===== src/rtl/board_sysctl.sv =====
`default_nettype none
// ============================================================================
//  Module      : board_sysctl
//  Description : Board housekeeping: PLL-lock synchroniser, reset stretcher,
//                shared prescaler and per-channel status LED drivers.
//  Revision    : 1.0 - initial release
// ============================================================================
module board_sysctl #(
    parameter int NUM_LEDS = 4,
    parameter int RST_W    = 6,
    parameter int DIV_W    = 23,
    parameter int PWM_W    = 8,
    parameter int ACT_W    = 20
) (
    input  logic                      clk_48mhz,
    input  logic                      reset,
    input  logic                      pll_locked,
    output logic                      sys_reset,
    output logic                      tick,
    input  logic [2*NUM_LEDS-1:0]     led_mode,
    input  logic [PWM_W*NUM_LEDS-1:0] led_duty,
    input  logic [NUM_LEDS-1:0]       activity,
    output logic [NUM_LEDS-1:0]       led
);

    localparam logic [DIV_W-1:0] c_div_max = '1;

    logic             r_lock_meta;
    logic             r_lock_s;
    logic [RST_W-1:0] r_rst_cnt;
    logic             r_sys_reset;
    logic             w_sys_reset_d;
    logic             w_hold;
    logic [DIV_W-1:0] r_div_cnt;
    logic             r_tick;
    logic             w_blink;
    logic [PWM_W-1:0] w_pwm_cnt;

    always_ff @(posedge clk_48mhz or posedge reset) begin
        if (reset) begin
            r_lock_meta <= 1'b0;
            r_lock_s    <= 1'b0;
        end else begin
            r_lock_meta <= pll_locked;
            r_lock_s    <= r_lock_meta;
        end
    end

    always_ff @(posedge clk_48mhz or posedge reset) begin
        if (reset) begin
            r_rst_cnt <= '0;
        end else if (!r_lock_s) begin
            r_rst_cnt <= '0;
        end else if (!r_rst_cnt[RST_W-1]) begin
            r_rst_cnt <= r_rst_cnt + RST_W'(1);
        end
    end

    // Gating with the live lock lets sys_reset reassert in the same cycle the
    // counter clears, instead of one cycle later.
    assign w_sys_reset_d = ~(r_lock_s & r_rst_cnt[RST_W-1]);

    always_ff @(posedge clk_48mhz or posedge reset) begin
        if (reset) begin
            r_sys_reset <= 1'b1;
        end else begin
            r_sys_reset <= w_sys_reset_d;
        end
    end

    // Covers both the current and the upcoming reset state so tick, led and
    // the counters are never non-idle while sys_reset is visible high.
    assign w_hold = r_sys_reset | w_sys_reset_d;

    always_ff @(posedge clk_48mhz or posedge reset) begin
        if (reset) begin
            r_div_cnt <= '0;
            r_tick    <= 1'b0;
        end else if (w_hold) begin
            r_div_cnt <= '0;
            r_tick    <= 1'b0;
        end else begin
            r_div_cnt <= r_div_cnt + DIV_W'(1);
            r_tick    <= (r_div_cnt == c_div_max);
        end
    end

    assign w_blink   = r_div_cnt[DIV_W-1];
    assign w_pwm_cnt = r_div_cnt[PWM_W-1:0];
    assign sys_reset = r_sys_reset;
    assign tick      = r_tick;

    for (genvar gi = 0; gi < NUM_LEDS; gi++) begin : g_led
        logic [ACT_W-1:0] r_act_cnt;
        logic             r_led_q;
        logic [1:0]       w_mode;
        logic [PWM_W-1:0] w_duty;
        logic             w_base;

        assign w_mode = led_mode[2*gi +: 2];
        assign w_duty = led_duty[PWM_W*gi +: PWM_W];

        always_comb begin
            w_base = 1'b0;
            case (w_mode)
                2'b01:   w_base = 1'b1;
                2'b10:   w_base = w_blink;
                2'b11:   w_base = (w_pwm_cnt < w_duty);
                default: w_base = 1'b0;
            endcase
        end

        always_ff @(posedge clk_48mhz or posedge reset) begin
            if (reset) begin
                r_act_cnt <= '0;
                r_led_q   <= 1'b0;
            end else if (w_hold) begin
                r_act_cnt <= '0;
                r_led_q   <= 1'b0;
            end else begin
                if (activity[gi]) begin
                    r_act_cnt <= '1;
                end else if (r_act_cnt != '0) begin
                    r_act_cnt <= r_act_cnt - ACT_W'(1);
                end
                r_led_q <= w_base ^ (r_act_cnt != '0);
            end
        end

        assign led[gi] = r_led_q;
    end

endmodule
`default_nettype wire


===== config.mk =====
export PLATFORM = sky130hd
export DESIGN_NAME = board_sysctl
export DESIGN_NICKNAME = d
export VERILOG_FILES = /design/src/rtl/board_sysctl.sv
export SDC_FILE = /design/constraint.sdc
export NUM_CORES = 1
export LEC_CHECK = 0
export ABC_AREA = 1
export CAP_MARGIN = 20
export CORE_ASPECT_RATIO = 0.9
export CORE_UTILIZATION = 45
export DETAILED_ROUTE_END_ITERATION = 10
export MAX_ROUTING_LAYER = met4
export PLACE_DENSITY = 0.75
export SYNTH_ARGS = -nofsm -noshare
export SYNTH_HDL_FRONTEND = slang
export SYNTH_SLANG_ARGS = --single-unit

===== constraint.sdc =====
create_clock -name clk_48mhz -period 9.65 [get_ports clk_48mhz]
set_input_delay 2.895 -clock clk_48mhz [delete_from_list [all_inputs] [get_ports clk_48mhz]]
set_output_delay 2.895 -clock clk_48mhz [all_outputs]
set_load 0.005 [all_outputs]

Yosys cells after proc, flatten, opt, wreduce, memory -nomap -nowiden

Cells that the tools add are included.

Register bits: 117
Output and inout port bits: 6
Word-level logic and storage cells: 78
Input bits: 47

Multiplexer cells: 24
Reductions and logical operators: 8
Add/subtract/negate cells: 6
Bitwise operators: 7
Eq/ne operators: 14
Order comparisons: 4

Operators by type and width:

| kind                                                | number |
|---|---|
| 2-to-1 mux 20 bit                                   | 12 |
| nonzero test 20 bit                                 | 4 |
| subtractor 20 x 1 -> 20 bit (second input constant) | 4 |
| < comparator 8 bit                                  | 4 |
| adder 23 x 1 -> 23 bit (second input constant)      | 1 |
| == test 23 bit (second input constant)              | 1 |
| 2-to-1 mux 23 bit                                   | 1 |
| == test 2 bit (second input constant)               | 8 |
| 2-to-1 mux 6 bit                                    | 2 |
| one-hot mux 1 bit (3 select lines)                  | 4 |
| nonzero test 3 bit                                  | 4 |
| == test 2 x 1 -> 1 bit (second input constant)      | 4 |
| adder 6 x 1 -> 6 bit (second input constant)        | 1 |
| 2-to-1 mux 1 bit                                    | 5 |
| bitwise XOR 1 bit                                   | 4 |
| != test 2 bit (second input constant)               | 1 |
| AND 1 bit                                           | 1 |
| NOT 1 bit                                           | 1 |
| bitwise OR 1 bit                                    | 1 |

Longest topological paths before layout

Depth in word-level cells: 4
Gate-level depth with buffers: 13
Mapped depth without buffers: 13

Worst setup path before layout

No wires, ideal clock.

Kind: input to register
From: in led_duty[13]
To: reg g_led[1].r_led_q
Setup time: 117 ps
Required time: 9533 ps
Stages on the path: 10
Path slack: 5751 ps
Path buffers: 0
Arrival: 3783 ps
Cells stage by stage: inv_1 -> ha_1 -> a21oi_1 -> nor2_1 -> nor3_1 -> nand2_1 -> nand2_1 -> nand2_1 -> nor2_1 -> nor2_1

Word-level cells in the longest chain between the ends: 4

Ends and longest elaborated chain:

| what                               | RTL line | text |
|---|---|---|
| start, declared                    | 21       | `input logic [PWM_W*NUM_LEDS-1:0] led_duty,` |
| < comparator 8 bit                 | 108      | `2'b11: w_base = (w_pwm_cnt < w_duty);` |
| one-hot mux 1 bit (3 select lines) | 105      | `case (w_mode)` |
| bitwise XOR 1 bit                  | 126      | `r_led_q <= w_base ^ (r_act_cnt != '0);` |
| 2-to-1 mux 1 bit                   | 117      | `end else if (w_hold) begin` |
| end signal, assigned               | 126      |  |
| end, declared                      | 95       | `logic r_led_q;` |

Every way passes these cells.
A chain may end at the register's enable or synchronous reset.

Worst setup path after layout

From: reg r_sys_reset, in the netlist sys_reset
To: out sys_reset

RTL lines:

| what                   | RTL line | text |
|---|---|---|
| start, declared        | 31       | `logic r_sys_reset;` |
| start signal, assigned | 67       | `r_sys_reset <= w_sys_reset_d;` |
| end, declared          | 18       | `output logic sys_reset,` |

No word-level cell between the ends.

==> impl_metrics.json <==
{
  "status": "finished clean",
  "syn_area_per_cell_um2": 7.35,
  "design_power_total_mw": 1.21,
  "routedWlPerCell_um": 12.6,
  "seq_area_mm2": 0.00293,
  "nFillCells": 1480,
  "yosysTopAreaCellShare_pct": 38.8,
  "antenna_found_initial": 0,
  "die_h_um": 124,
  "synth_area_leaders": "dfrtp_1, nand2_1, inv_1, nor2_1, ha_1",
  "yosysUniqueCellTypes": 43,
  "path_delay_family": "flip-flops",
  "grt_usage_pct": 21.0,
  "postCtsSetupBuffers": 0,
  "cts_tree": "built",
  "die_x_um": 138,
  "rows": 44,
  "syn_nets": 1103,
  "vias_per_cell": 5.06,
  "cap_violations": 0,
  "yosysWarnings": 0,
  "grt_pass1_wl_um": 27900,
  "final.setup.tns_ps": 0,
  "p_leak_nw": 4.93,
  "muxShareOfSynthArea_pct": 0,
  "gp_congestion": 0.842,
  "finClkSkew_ps": 8.05,
  "crit_chain": "clkdlybuf4s50_1",
  "syn_area_mm2": 0.00748,
  "power_density_mw_per_mm2": 137,
  "grt_pass1_vias": 6090,
  "slowest_stage": "dfstp_2",
  "synth-compound-area-share_pct": 13.4,
  "vias": 6538,
  "drc": 0,
  "drive_gt1_share_pct": 10.9,
  "cts_root_buf": "clkbuf_16",
  "start_kind": "register",
  "ir_worst_vdd_mv": 0.148,
  "core-area_mm2": 0.0162,
  "synth_xor_area_share_pct": 0.937,
  "seq_area_frac_synth_pct": 39.2,
  "cp.buffers_inverters": 1,
  "rsz0062_at_grt": "no",
  "critPathRequiredTime_ps": 6760,
  "wirelength_um": 16300,
  "yosys.area_share.simple_pct": 30.1,
  "clk_path_buf_depth": 2,
  "ctsHtreeMaxLevel": 4,
  "ios": 53,
  "fin_crit_sh_pct": 45.0,
  "hold_buffers": 0,
  "crit_arrival_ps": 1450,
  "area_delta_synth_final_pct": 17.4,
  "drt_first_iter_violations": 475,
  "port_buffers": 52,
  "cpPeakStageDelay_ps": 540,
  "synth_top_family_by_area": "simple AND/OR/NAND/NOR gates",
  "timing.final.ws_setup_ps": 5310,
  "critPathCaptureType": "primary output",
  "synth_seq_cells": 117,
  "start_util_pct": 46.2,
  "die_area_mm2": 0.0171,
  "hold_class": "register to register",
  "slew_viol_final": 0,
  "fmax_ghz": 0.230,
  "dr.pass1.iters": 5,
  "pre_cts_ws_ps": 4860,
  "cts_resized": 0,
  "crit_type": "register to primary output",
  "slew_headroom_pct": 56.5,
  "post-route-min-period_ps": 4340,
  "grt_max_degree": 84,
  "yosysTopAreaCell": "dfrtp_1",
  "grt_overflow": 0,
  "tightest_slew_ps": 650,
  "synthCells": 1018,
  "path_max_fanout": 2,
  "finalSetupViolations": 0,
  "clkTransAtPathRegs_ps": 60,
  "place.detailed.hpwl_um": 11500,
  "cts_buffers": 17,
  "nets": 1159,
  "synth_fa_ha_area_share_pct": 6.36,
  "multiInputGateArea_mm2": 0.00380,
  "postRouteAntennaNets": 0,
  "clock_latency_ps": 420,
  "finalHoldViolations": 0,
  "antennaDiodeCount": 0,
  "cts_sinks": 117
}
==> metrics by stage <==
stage	utilization [%]	area (um2)	cells	hold slack (ps)
after detailed placement	50.3	8140	1261	342
after global placement	50.3	8140	1261	333
after CTS	54.1	8750	1292	352
final	54.3	8780	1293	353
after floorplan	-	7480	1018	331
after global routing	54.3	8780	1293	371
==> sequential cells by signal, indices dropped and copies added, names as in the netlist <==
signal           count
g_led.r_act_cnt     80
r_div_cnt           23
r_rst_cnt            6
g_led.r_led_q        4
r_lock_meta          1
r_lock_s             1
sys_reset            1
tick                 1
==> final timing paths <==
| check | from | endpoint | slack, ps | depth (start not counted) |
|---|---|---|---|---|
| min in group asynchronous | reset | g_led[2].r_act_cnt[9] | 2830 | 2 |
| setup reg to reg | g_led[0].r_act_cnt[0] | g_led[0].r_act_cnt[0] | 7670 | 9 |
| max in group asynchronous | reset | sys_reset | 5810 | 4 |
| setup / recovery | sys_reset | sys_reset | 5310 | 1 |
| hold / removal | r_lock_meta | r_lock_s | 350 | 0 |
| hold reg to reg | r_lock_meta | r_lock_s | 350 | 0 |
==> cells by family after synthesis <==
kind of cell,count (synthesis)
flops,117
compound gates,171
xor+xnor,8
fa+ha+maj,38
buf+inv,181
simple gates,503
==> area by class of cell <==
class,count,area share (%)
clock inverter,13,2.07
clock buffer,18,4.89
sequential,117,33.4
tap,207,2.95
multi-input combinational,720,43.3
inverter,163,7.05
timing repair buffer,55,6.41
==> where the power goes <==
part           total, mW  switching (mW)  internal [mW]
clock              0.659           0.229          0.429
combinational     0.0538          0.0288         0.0250
sequential         0.493         0.00100          0.492
total               1.21           0.259          0.947
==> per-layer routing <==
layer	share of wire [%]	wire length, um	up-vias	global-route usage (%)
li1	-	-	3393	-
met1	51	8250	3005	28.7
met2	44	7110	117	31.1
met3	4.0	653	23	4.31
met4	1.5	243	0	6.46
met5	0	0	-	-
==> synthesized netlist by cell type, drive strengths merged <==
cell type	instances
o211ai	1
o21ai	62
nor3	26
a221oi	1
inv	163
buf	12
nand4	18
nand3	41
clkbuf	6
dfrtp	116
dfstp	1
or2	6
xor2	7
nor2	193
o41ai	1
xnor2	1
a211oi	1
o21a	5
nand2	212
nand3b	5
a21oi	63
a21o	4
ha	38
a31oi	33
nor3b	2
==> cell usage in the layout (no fill, tap or decap), drive strengths merged, types with 18 or more instances in the layout <==
cell           instances
o21ai                 62
nor3                  26
nand3                 41
inv                  165
nor2                 193
clkbuf                18
nand2                212
nand4                 18
a21oi                 63
dfrtp                116
ha                    38
clkdlybuf4s50         52
a31oi                 33
No activity file was read; power rests on OpenSTA's default activity.
